===== src/rtl/wd_window_supervisor.sv =====
// Windowed watchdog: CLOSED (kick illegal) then OPEN (kick legal) phases timed by an external frame_window counter.
// States IDLE=0 | CLR=1 (clearing counter) | CLOSED=2 | OPEN=3 | SRST=4 (timed system reset).
module wd_window_supervisor #(
  parameter logic [7:0] CLOSED_LEN = 8'd20,
  parameter logic [7:0] OPEN_LEN   = 8'd40,
  parameter int         FCW        = 4,
  parameter int         MAX_FAULTS = 3,
  parameter int         HEAL_CNT   = 4,
  parameter int         SRST_LEN   = 16
) (
  input  logic           i_clk,
  input  logic           i_rstn,
  input  logic           i_en,
  input  logic           i_kick,
  input  logic           i_fwovr,
  output logic           o_wdrst,
  output logic           o_wdsrvc,
  output logic [7:0]     o_fwlen,
  output logic           o_early,
  output logic           o_late,
  output logic           o_sysrst,
  output logic [FCW-1:0] o_fault_cnt,
  output logic [2:0]     o_state
);

  typedef enum logic [2:0] {
    S_IDLE   = 3'd0,
    S_CLR    = 3'd1,
    S_CLOSED = 3'd2,
    S_OPEN   = 3'd3,
    S_SRST   = 3'd4
  } state_t;

  localparam int HCW = $clog2(HEAL_CNT + 1);
  localparam int SCW = $clog2(SRST_LEN + 1);
  localparam logic [FCW-1:0] FAULT_MAX = FCW'(MAX_FAULTS);
  localparam logic [FCW-1:0] FAULT_SAT = '1;
  localparam logic [HCW-1:0] HEAL_LAST = HCW'(HEAL_CNT - 1);
  localparam logic [SCW-1:0] SRST_LOAD = SCW'(SRST_LEN - 1);

  state_t         r_state;
  logic           r_tgt_open;
  logic [HCW-1:0] r_heal_cnt;
  logic [SCW-1:0] r_srst_cnt;
  logic           r_wdrst;
  logic           r_wdsrvc;
  logic [7:0]     r_fwlen;
  logic           r_early;
  logic           r_late;
  logic           r_sysrst;
  logic [FCW-1:0] r_fault_cnt;

  logic           w_fault;
  logic [FCW-1:0] w_fault_inc;

  // A kick always wins over a coincident expiry: early in CLOSED, valid in OPEN.
  assign w_fault     = ((r_state == S_CLOSED) && i_kick) ||
                       ((r_state == S_OPEN) && !i_kick && i_fwovr);
  assign w_fault_inc = (r_fault_cnt == FAULT_SAT) ? r_fault_cnt : r_fault_cnt + FCW'(1);

  always_ff @(posedge i_clk or negedge i_rstn) begin
    if (!i_rstn) begin
      r_state     <= S_IDLE;
      r_tgt_open  <= 1'b0;
      r_heal_cnt  <= '0;
      r_srst_cnt  <= '0;
      r_wdrst     <= 1'b1;
      r_wdsrvc    <= 1'b0;
      r_fwlen     <= CLOSED_LEN;
      r_early     <= 1'b0;
      r_late      <= 1'b0;
      r_sysrst    <= 1'b0;
      r_fault_cnt <= '0;
    end else begin
      r_wdsrvc <= 1'b0;
      r_early  <= 1'b0;
      r_late   <= 1'b0;
      case (r_state)
        S_IDLE: begin
          r_wdrst <= 1'b1;
          r_fwlen <= CLOSED_LEN;
          if (i_en && !i_fwovr) begin
            r_state <= S_CLOSED;
            r_wdrst <= 1'b0;
          end
        end
        S_CLR: begin
          if (!i_en) begin
            r_state <= S_IDLE;
            r_fwlen <= CLOSED_LEN;
          end else if (!i_fwovr) begin
            r_wdrst <= 1'b0;
            r_state <= r_tgt_open ? S_OPEN : S_CLOSED;
          end
        end
        S_CLOSED, S_OPEN: begin
          if (!i_en) begin
            r_state <= S_IDLE;
            r_wdrst <= 1'b1;
            r_fwlen <= CLOSED_LEN;
          end else if (w_fault) begin
            r_early     <= (r_state == S_CLOSED);
            r_late      <= (r_state == S_OPEN);
            r_fault_cnt <= w_fault_inc;
            r_heal_cnt  <= '0;
            r_wdrst     <= 1'b1;
            r_fwlen     <= CLOSED_LEN;
            r_tgt_open  <= 1'b0;
            if (w_fault_inc == FAULT_MAX) begin
              r_state    <= S_SRST;
              r_sysrst   <= 1'b1;
              r_srst_cnt <= SRST_LOAD;
            end else begin
              r_state <= S_CLR;
            end
          end else if ((r_state == S_OPEN) && i_kick) begin
            r_wdsrvc   <= 1'b1;
            r_wdrst    <= 1'b1;
            r_fwlen    <= CLOSED_LEN;
            r_tgt_open <= 1'b0;
            r_state    <= S_CLR;
            if (r_heal_cnt == HEAL_LAST) begin
              r_heal_cnt <= '0;
              if (r_fault_cnt != '0) r_fault_cnt <= r_fault_cnt - FCW'(1);
            end else begin
              r_heal_cnt <= r_heal_cnt + HCW'(1);
            end
          end else if ((r_state == S_CLOSED) && i_fwovr) begin
            r_wdrst    <= 1'b1;
            r_fwlen    <= OPEN_LEN;
            r_tgt_open <= 1'b1;
            r_state    <= S_CLR;
          end
        end
        S_SRST: begin
          // Enable is deliberately ignored here so the reset pulse is never cut short.
          if (r_srst_cnt == '0) begin
            r_state     <= S_IDLE;
            r_sysrst    <= 1'b0;
            r_fault_cnt <= '0;
            r_heal_cnt  <= '0;
          end else begin
            r_srst_cnt <= r_srst_cnt - SCW'(1);
          end
        end
        default: begin
          r_state  <= S_IDLE;
          r_wdrst  <= 1'b1;
          r_sysrst <= 1'b0;
          r_fwlen  <= CLOSED_LEN;
        end
      endcase
    end
  end

  assign o_wdrst     = r_wdrst;
  assign o_wdsrvc    = r_wdsrvc;
  assign o_fwlen     = r_fwlen;
  assign o_early     = r_early;
  assign o_late      = r_late;
  assign o_sysrst    = r_sysrst;
  assign o_fault_cnt = r_fault_cnt;
  assign o_state     = r_state;

endmodule

===== config.mk =====
export PLATFORM = sky130hd
export DESIGN_NAME = wd_window_supervisor
export DESIGN_NICKNAME = d
export VERILOG_FILES = /design/src/rtl/wd_window_supervisor.sv
export SDC_FILE = /design/constraint.sdc
export NUM_CORES = 1
export LEC_CHECK = 0
export ABC_CLOCK_PERIOD_IN_PS = 4000
export BUFFER_PORTS_ARGS = -buffer_cell sky130_fd_sc_hd__buf_2
export CAP_MARGIN = 40
export CORE_MARGIN = 2
export CORE_UTILIZATION = 50
export CTS_CLUSTER_SIZE = 10
export DETAILED_ROUTE_END_ITERATION = 8
export PLACE_DENSITY = 0.76
export SYNTH_ARGS = -nofsm -noshare
export SYNTH_HDL_FRONTEND = slang
export SYNTH_SLANG_ARGS = --single-unit

===== constraint.sdc =====
create_clock -name i_clk -period 4 [get_ports i_clk]
set_input_delay 1 -clock i_clk [delete_from_list [all_inputs] [get_ports i_clk]]
set_output_delay 1 -clock i_clk [all_outputs]
set_load 0.01 [all_outputs]

==> metrics.md, run 1 <==
| Metric | Value |
|---|---|
| Setup violators final | 0 |
| Clk sinks | 23 |
| CP endpoint kind | flop |
| Slew Viols, Final | 0 |
| Setup Skew | 0.002050 ns |
| Final HPWL DP | 2083 um |
| Drc violations | 0 |
| RSZ-0062 raised after global routing | false |
| Antenna violations before repair | 0 |
| Layout fillers | 247 |
| CTS tree | done |
| Total GRT Usage | 0.1879 |
| Post-synth top area cell | dfrtp_1 |
| Seq/Total Area, Yosys | 0.4067 |
| CP Cell Sequence | buf_2 -> nand2b_1 -> a211o_2 -> o311ai_0 -> a2bb2oi_1 -> o31ai_1 |
| Core Util, Final | 0.5565 |
| Max-Cap Viols | 0 |
| Routability cong. | 0.8508 |
| Period utilization | 0.5494 |
| Max Fclk | 455.0 MHz |
| Overall power | 0.5353 mW |
| Syn-to-layout area delta | 7.042% |
| Top-area cell type share of the netlist area | 0.3697 |
| Post-synth top cells | dfrtp_1, nand2_1, nor2_1 |
| R2R depth | 7 |
| First-pass iteration count of the detailed router | 7 |
| Post-DRT Antenna Nets | 0 |
| Worst EP required | 4.20 ns |
| Row count | 19 |
| First-pass GRT wire length | 4802 um |
| Die width | 57.32 um |
| Critical path arrival | 2.39 ns |
| TritonCTS Buffers | 3 |
| Power Dens Cells | 351.8 mW/mm2 |
| Syn. warnings | 0 |
| H-tree Lvls | 1 |
| Top post-synthesis cells by area | dfrtp_1, ha_1, dfstp_2, a21oi_1, buf_4 |
| Crit path launch type | input pin |
| CTS max path bufs | 2 |
| CP max stage delay | 0.41 ns |
| Post-synth EDFFs | 0 |
| Core footprint | 0.002734 mm2 |
| Hold endpoint | o_fwlen[4] |
| Clk root buf | clkbuf_4 |
| Max VDD drop | 229.7 uV |
| Hold Path Origin | o_fwlen[4] |
| Critical path class | input pin to flop |
| Share of flip-flops with an asynchronous set or reset | 1.000 |
| Hold_buf cts | 0 |
| I/O Pins | 25 |
| Slowest CP cell | a211o_2 |
| Die area | 0.003285 mm2 |
| Main synth FF type | dfrtp_1 |
| Final net count | 175 |
| Post CTS Setup Buffer Count | 0 |
| Worst relative slew slack | 0.5900 |
| Clk_lat worst skew | 0.31 ns |
| Leak pwr | 0.7017 nW |
| Mapped Cells | 148 |
| N_diodes | 0 |
| Crit path max fanout | 11 |
| Synth unique cells | 51 |
| Setup Total Neg Slack | 0 ns |
| Largest net degree at the start of global routing | 24 |
| Minimum clock period | 2.198 ns |
| Synth Cell Area | 0.001421 mm2 |
| #FFs+latches synth | 23 |
| Final Hold Viols | 0 |
| Clk slew on worst S/H paths | 0.13 ns |
| Worst Tran Pin Value | 0.6133 ns |
| Critical register-to-register path startpoint | o_fault_cnt[0] |
| FF-to-FF setup slack | 1.92 ns |
| Post-cts resize count | 0 |
| First-iteration detailed-routing DRC count | 29 |
| Gr ovfl total | 0 |
| IO buf count | 20 |
| Critical path's top delay family | compound AO/OA/AOI/OAI gates |
| Status | completed |
| WP buf/inv | 1 |
| Hold Path Depth | 2 |
| Vias per cell | 5.846 |
| Initial Util | 0.5199 |
| Min-delay worst type | flop to flop |
| Syn_area_per_cell | 9.604 um2 |
| RR Endpoint | r_srst_cnt[2] |
| Fraction of layout instances using a drive strength above 1 | 0.2317 |
| Detail-routed net length per standard cell | 14.48 um |
| Final WL | 2823 um |
| Vias in the first global route | 1,098 |
| DR vias | 1,140 |
| Count leader, synth | dfrtp_1 |
| Die height | 57.32 um |
tightest hold or removal path: stages (launching register included):
cell and delay (ns):
dfstp_2 0.39, inv_1 0.05, a21oi_1 0.05
worst max-delay path by stage:
stage / from / endpoint / slack, ns / cells past startpoint
global route: i_kick / o_fault_cnt[3] / 1.69 / 6
floorplan: i_kick / o_fault_cnt[3] / 1.67 / 6
finish: i_kick / o_fault_cnt[3] / 1.80 / 6
global placement: i_kick / o_fault_cnt[3] / 1.59 / 6
CTS: i_kick / o_fault_cnt[3] / 1.84 / 6
detailed placement: i_kick / o_fault_cnt[3] / 1.49 / 6
sequential cells by signal, summed over array words and instances (netlist names), 2 cells and up:
signal       cells
o_fwlen          2
o_fault_cnt      4
r_heal_cnt       3
r_srst_cnt       5
o_state          3
final cells by class:
type                       instances  area [um2]  area share
multi-input combinational        108       744.5      0.4893
sequential                        23       578.1      0.3799
timing repair buffer              20       100.1     0.06579
tap                               31       38.79     0.02549
inverter                           9       33.78     0.02220
clock buffer                       4       26.28     0.01727
layout by cell type (no fill, tap or decap), types with 3 or more instances in the layout:
master and n:
dfrtp_1 21, nand2_1 12, o21ai_0 8, nand3_1 4
nor3_1 3, buf_2 20, nand2b_1 4, nor2_1 11
inv_1 8, o31ai_1 4, conb_1 4, ha_1 5
a21oi_1 10, clkbuf_4 3
metal layers:
layer  GRT usage  up-vias  wire [um]
met3     0.03175        2        118
met4     0.07641        0         17
met1      0.2340      551       1302
li1            -      556          -
met5           0        -          0
met2      0.3235       31       1384
logic make-up (layout without fill, tap and decap cells):
family	Yosys count	count (layout)	share of synthesized area
DFF	23	23	0.4067
adders and majority gates	5	5	0.04401
AOI/OAI and AO/OA	43	43	0.2245
buffers and inverters	20	33	0.07746
muxes	2	2	0.01496
xor gates and xnor gates	2	2	0.01233
and+or+nand+nor	52	52	0.2174
other	1	4	0.002638
where the power goes:
part,internal (mW),total [mW],switching (mW)
Sequential,0.257,0.290,0.0327
Combinational,0.0588,0.137,0.0786
Clock,0.0389,0.108,0.0692
Total,0.355,0.535,0.180
stage by stage:
step | cell area (um2) | worst slack (ns) | hold WS [ns] | instances
3_5_place_dp | 1495 | 1.487 | 0.4624 | 191
6_report | 1521 | 1.802 | 0.4805 | 195
3_3_place_gp | 1495 | 1.586 | 0.4541 | 191
5_1_grt | 1521 | 1.690 | 0.4893 | 195
2_1_floorplan | 1433 | 1.666 | 0.4488 | 151
4_1_cts | 1521 | 1.836 | 0.4819 | 195
(Power assumes the default switching activity.)
==> run 2, diff against run 1 <==
==> config.mk (replaced) <==
export PLATFORM = sky130hd
export DESIGN_NAME = wd_window_supervisor
export DESIGN_NICKNAME = d
export VERILOG_FILES = /design/src/rtl/wd_window_supervisor.sv
export SDC_FILE = /design/constraint.sdc
export NUM_CORES = 1
export LEC_CHECK = 0
export ABC_CLOCK_PERIOD_IN_PS = 1900
export BUFFER_PORTS_ARGS = -buffer_cell sky130_fd_sc_hd__buf_2
export CAP_MARGIN = 40
export CORE_MARGIN = 2
export CORE_UTILIZATION = 49
export CTS_CLUSTER_SIZE = 10
export DETAILED_ROUTE_END_ITERATION = 8
export PLACE_DENSITY = 0.77
export SYNTH_ARGS = -nofsm -noshare
export SYNTH_HDL_FRONTEND = slang
export SYNTH_SLANG_ARGS = --single-unit
==> constraint.sdc (replaced) <==
create_clock -name i_clk -period 1.9 [get_ports i_clk]
set_input_delay 0.475 -clock i_clk [delete_from_list [all_inputs] [get_ports i_clk]]
set_output_delay 0.475 -clock i_clk [all_outputs]
set_load 0.01 [all_outputs]
==> run 2 against run 1 <==
Sequential share of layout area shrank 4.5 points. Combinational power grew to 2.7 times the previous value. Non-clock buffer count grew 21. Critical path type is now flop to flop. Sequential cell count is the same. Largest power group unchanged. Register-to-register slack lost 1.9 ns. Via count grew 8.4%. Clock skew grew 0.0035 ns. Wire length grew 15%. Worst setup slack lost 1.8 ns. Final cell count grew 11%.
==> metrics.md, run 2 (synthesis gave the netlist of run 1 again) <==
| Metric | Value |
|---|---|
| Setup violators final | 0 (unchanged) |
| Initial Util | 0.5154 (was 0.5199) |
| Max FFs per register | 5 (unchanged) |
| Die area | 0.003348 mm2 (was 0.003285 mm2) |
| N_diodes | 0 (unchanged) |
| DR vias | 1,236 (was 1,140) |
| Post-DRT Antenna Nets | 0 (unchanged) |
| Most flops, register | r_srst_cnt (unchanged) |
| Commonest non-fill, non-tap cells in the layout | buf_4, buf_2, dfrtp_1 (was dfrtp_1, buf_2, nand2_1) |
| Total GRT Usage | 0.2016 (was 0.1879) |
| Clk root buf | clkbuf_4 (unchanged) |
| Min-delay worst type | input pin to asynchronous set/reset pin (was flop to flop) |
| Period utilization | 0.9759 |
| Worst relative slew slack | 0.6561 (was 0.5900) |
| Final HPWL DP | 2247 um (was 2083 um) |
| Largest net degree at the start of global routing | 24 (unchanged) |
| First-pass iteration count of the detailed router | 4 (was 7) |
| Max-Cap Viols | 0 (unchanged) |
| Gr ovfl total | 0 (unchanged) |
| Core Util, Final | 0.6298 (was 0.5565) |
| R2R depth | 7 (unchanged) |
| H-tree Lvls | 1 (unchanged) |
| CTS max path bufs | 2 (unchanged) |
| Max VDD drop | 635.0 uV (was 229.7 uV) |
| Critical Path Source | r_srst_cnt[1] (was i_kick) |
| Final net count | 196 (was 175) |
| Most common cell after layout, fill and taps aside | buf_4 (was dfrtp_1) |
| Vias in the first global route | 1,176 (was 1,098) |
| Clk sinks | 23 (unchanged) |
| Setup Skew | 0.005505 ns (was 0.002050 ns) |
| Critical register-to-register path startpoint | r_srst_cnt[1] (was o_fault_cnt[0]) |
| RSZ-0062 raised after global routing | true (was false) |
| RR Endpoint | o_fault_cnt[3] (was r_srst_cnt[2]) |
| Fraction of layout instances using a drive strength above 1 | 0.4054 (was 0.2317) |
| Hold_buf cts | 0 (unchanged) |
| Row count | 19 (unchanged) |
| Vias per cell | 5.722 (was 5.846) |
| Max Fclk | 539.3 MHz |
| Leak pwr | 0.8086 nW (was 0.7017 nW) |
| Minimum clock period | 1.854 ns |
| Core footprint | 0.002758 mm2 (was 0.002734 mm2) |
| Overall power | 1.203 mW (was 0.5353 mW) |
| CP endpoint kind | flop (unchanged) |
| End point of the critical path | o_fault_cnt[3] (unchanged) |
| CTS tree | done (unchanged) |
| First-iteration detailed-routing DRC count | 39 (was 29) |
| Worst EP required | 2.09 ns (was 4.20 ns) |
| Drc violations | 0 (unchanged) |
| Slew Viols, Final | 0 (unchanged) |
| Die height | 57.86 um (was 57.32 um) |
| Crit path launch type | flop (was input pin) |
| Syn-to-layout area delta | 22.18% (was 7.042%) |
| Critical path class | flop to flop (was input pin to flop) |
| FF-to-FF setup slack | 0.05 ns (was 1.92 ns) |
| Routability cong. | 0.8833 (was 0.8508) |
| Antenna violations before repair | 0 (unchanged) |
| Status | completed (unchanged) |
| TritonCTS Buffers | 3 (unchanged) |
| Clk slew on worst S/H paths | 0.13 ns (about the same) |
| I/O Pins | 25 (unchanged) |
| First-pass GRT wire length | 5306 um (was 4802 um) |
| Detail-routed net length per standard cell | 14.98 um (was 14.48 um) |
| IO buf count | 20 (unchanged) |
| Crit path max fanout | 5 (was 11) |
| Power Dens Cells | 692.8 mW/mm2 (was 351.8 mW/mm2) |
| Clk_lat worst skew | 0.30 ns (was 0.31 ns) |
| Final Hold Viols | 0 (unchanged) |
| Worst Tran Pin Value | 0.5158 ns (was 0.6133 ns) |
| Critical path arrival | 2.04 ns (was 2.39 ns) |
| Final WL | 3235 um (was 2823 um) |
| Die width | 57.86 um (was 57.32 um) |
-- run 2: cell types whose count changed in the layout (fill, tap and decap cells not counted), moves of 2 or more --
cell,previous run,this run
inv_1,8,6
dfrtp_1,21,18
ha_1,5,3
inv_2,1,3
o31ai_2,0,2
dfrtp_2,0,3
o31ai_1,4,2
buf_4,0,21
-- run 2: worst max-delay path: stages, from the launching register on --
cell and delay [ns]:
dfrtp_1 0.41, inv_2 0.10, ha_4 0.13, or4b_4 0.47, o22a_4 0.21, o21bai_4 0.20
a2bb2oi_2 0.14, o31ai_1 0.09
-- run 2: cell type report --
type,instances,area [um2]
Clock buffer,3,22.52
Clock inverter,1,5.005
Fill cell,234,1021
Inverter,9,33.78
Multi-Input combinational cell,108,797.0
Sequential cell,23,581.8
Tap cell,31,38.79
Timing Repair Buffer,41,257.7
-- run 2: how the worst min path moves through the flow --
stage                     depth (start not counted)    endpoint  slack [ns]        from
final                                             1  o_state[0]        0.12      i_rstn
after floorplan                                   0     o_early        0.18      i_rstn
after global placement                            2  o_fwlen[4]        0.46  o_fwlen[4]
after CTS                                         1  o_state[0]        0.14      i_rstn
after detailed placement                          2  o_fwlen[4]        0.46  o_fwlen[4]
after global routing                              1  o_state[0]        0.14      i_rstn
-- run 2: repair_timing --
item / 4_1_cts / 5_1_grt
setup buffers: 2 / 6
hold endpoints to repair: 0 / 0
pin swaps: 0 / 4
setup endpoints to repair: 4 / 9
resized for setup: 3 / 15
cloned: 0 / 0
-- run 2: metal layers --
layer  routed length, um  GRT usage
met4                  14    0.03322
met5                   0          0
met1                1430     0.2643
met3                 122    0.02679
met2                1668     0.3604
-- run 2: report_power, final --
| group | switching, mW | internal (mW) |
|---|---|---|
| registers | 0.0617 | 0.544 |
| logic | 0.201 | 0.174 |
| clock network | 0.144 | 0.0784 |
| total | 0.407 | 0.796 |
-- run 2: metrics by stage --
| step | cells | hold WS [ns] | TNS [ns] | instance area (um2) | setup WS (ns) |
|---|---|---|---|---|---|
| 3_3_place_gp | 204 | 0.4559 | 0 | 1593 | 0.08457 |
| 6_report | 216 | 0.1225 | 0 | 1737 | 0.04582 |
| 3_5_place_dp | 204 | 0.4608 | -0.02562 | 1593 | -0.02070 |
| 5_1_grt | 216 | 0.1391 | -0.1118 | 1737 | -0.05410 |
| 4_1_cts | 210 | 0.1358 | -0.002001 | 1638 | -0.002001 |
| 2_1_floorplan | 151 | 0.1794 | 0 | 1433 | 0.09103 |
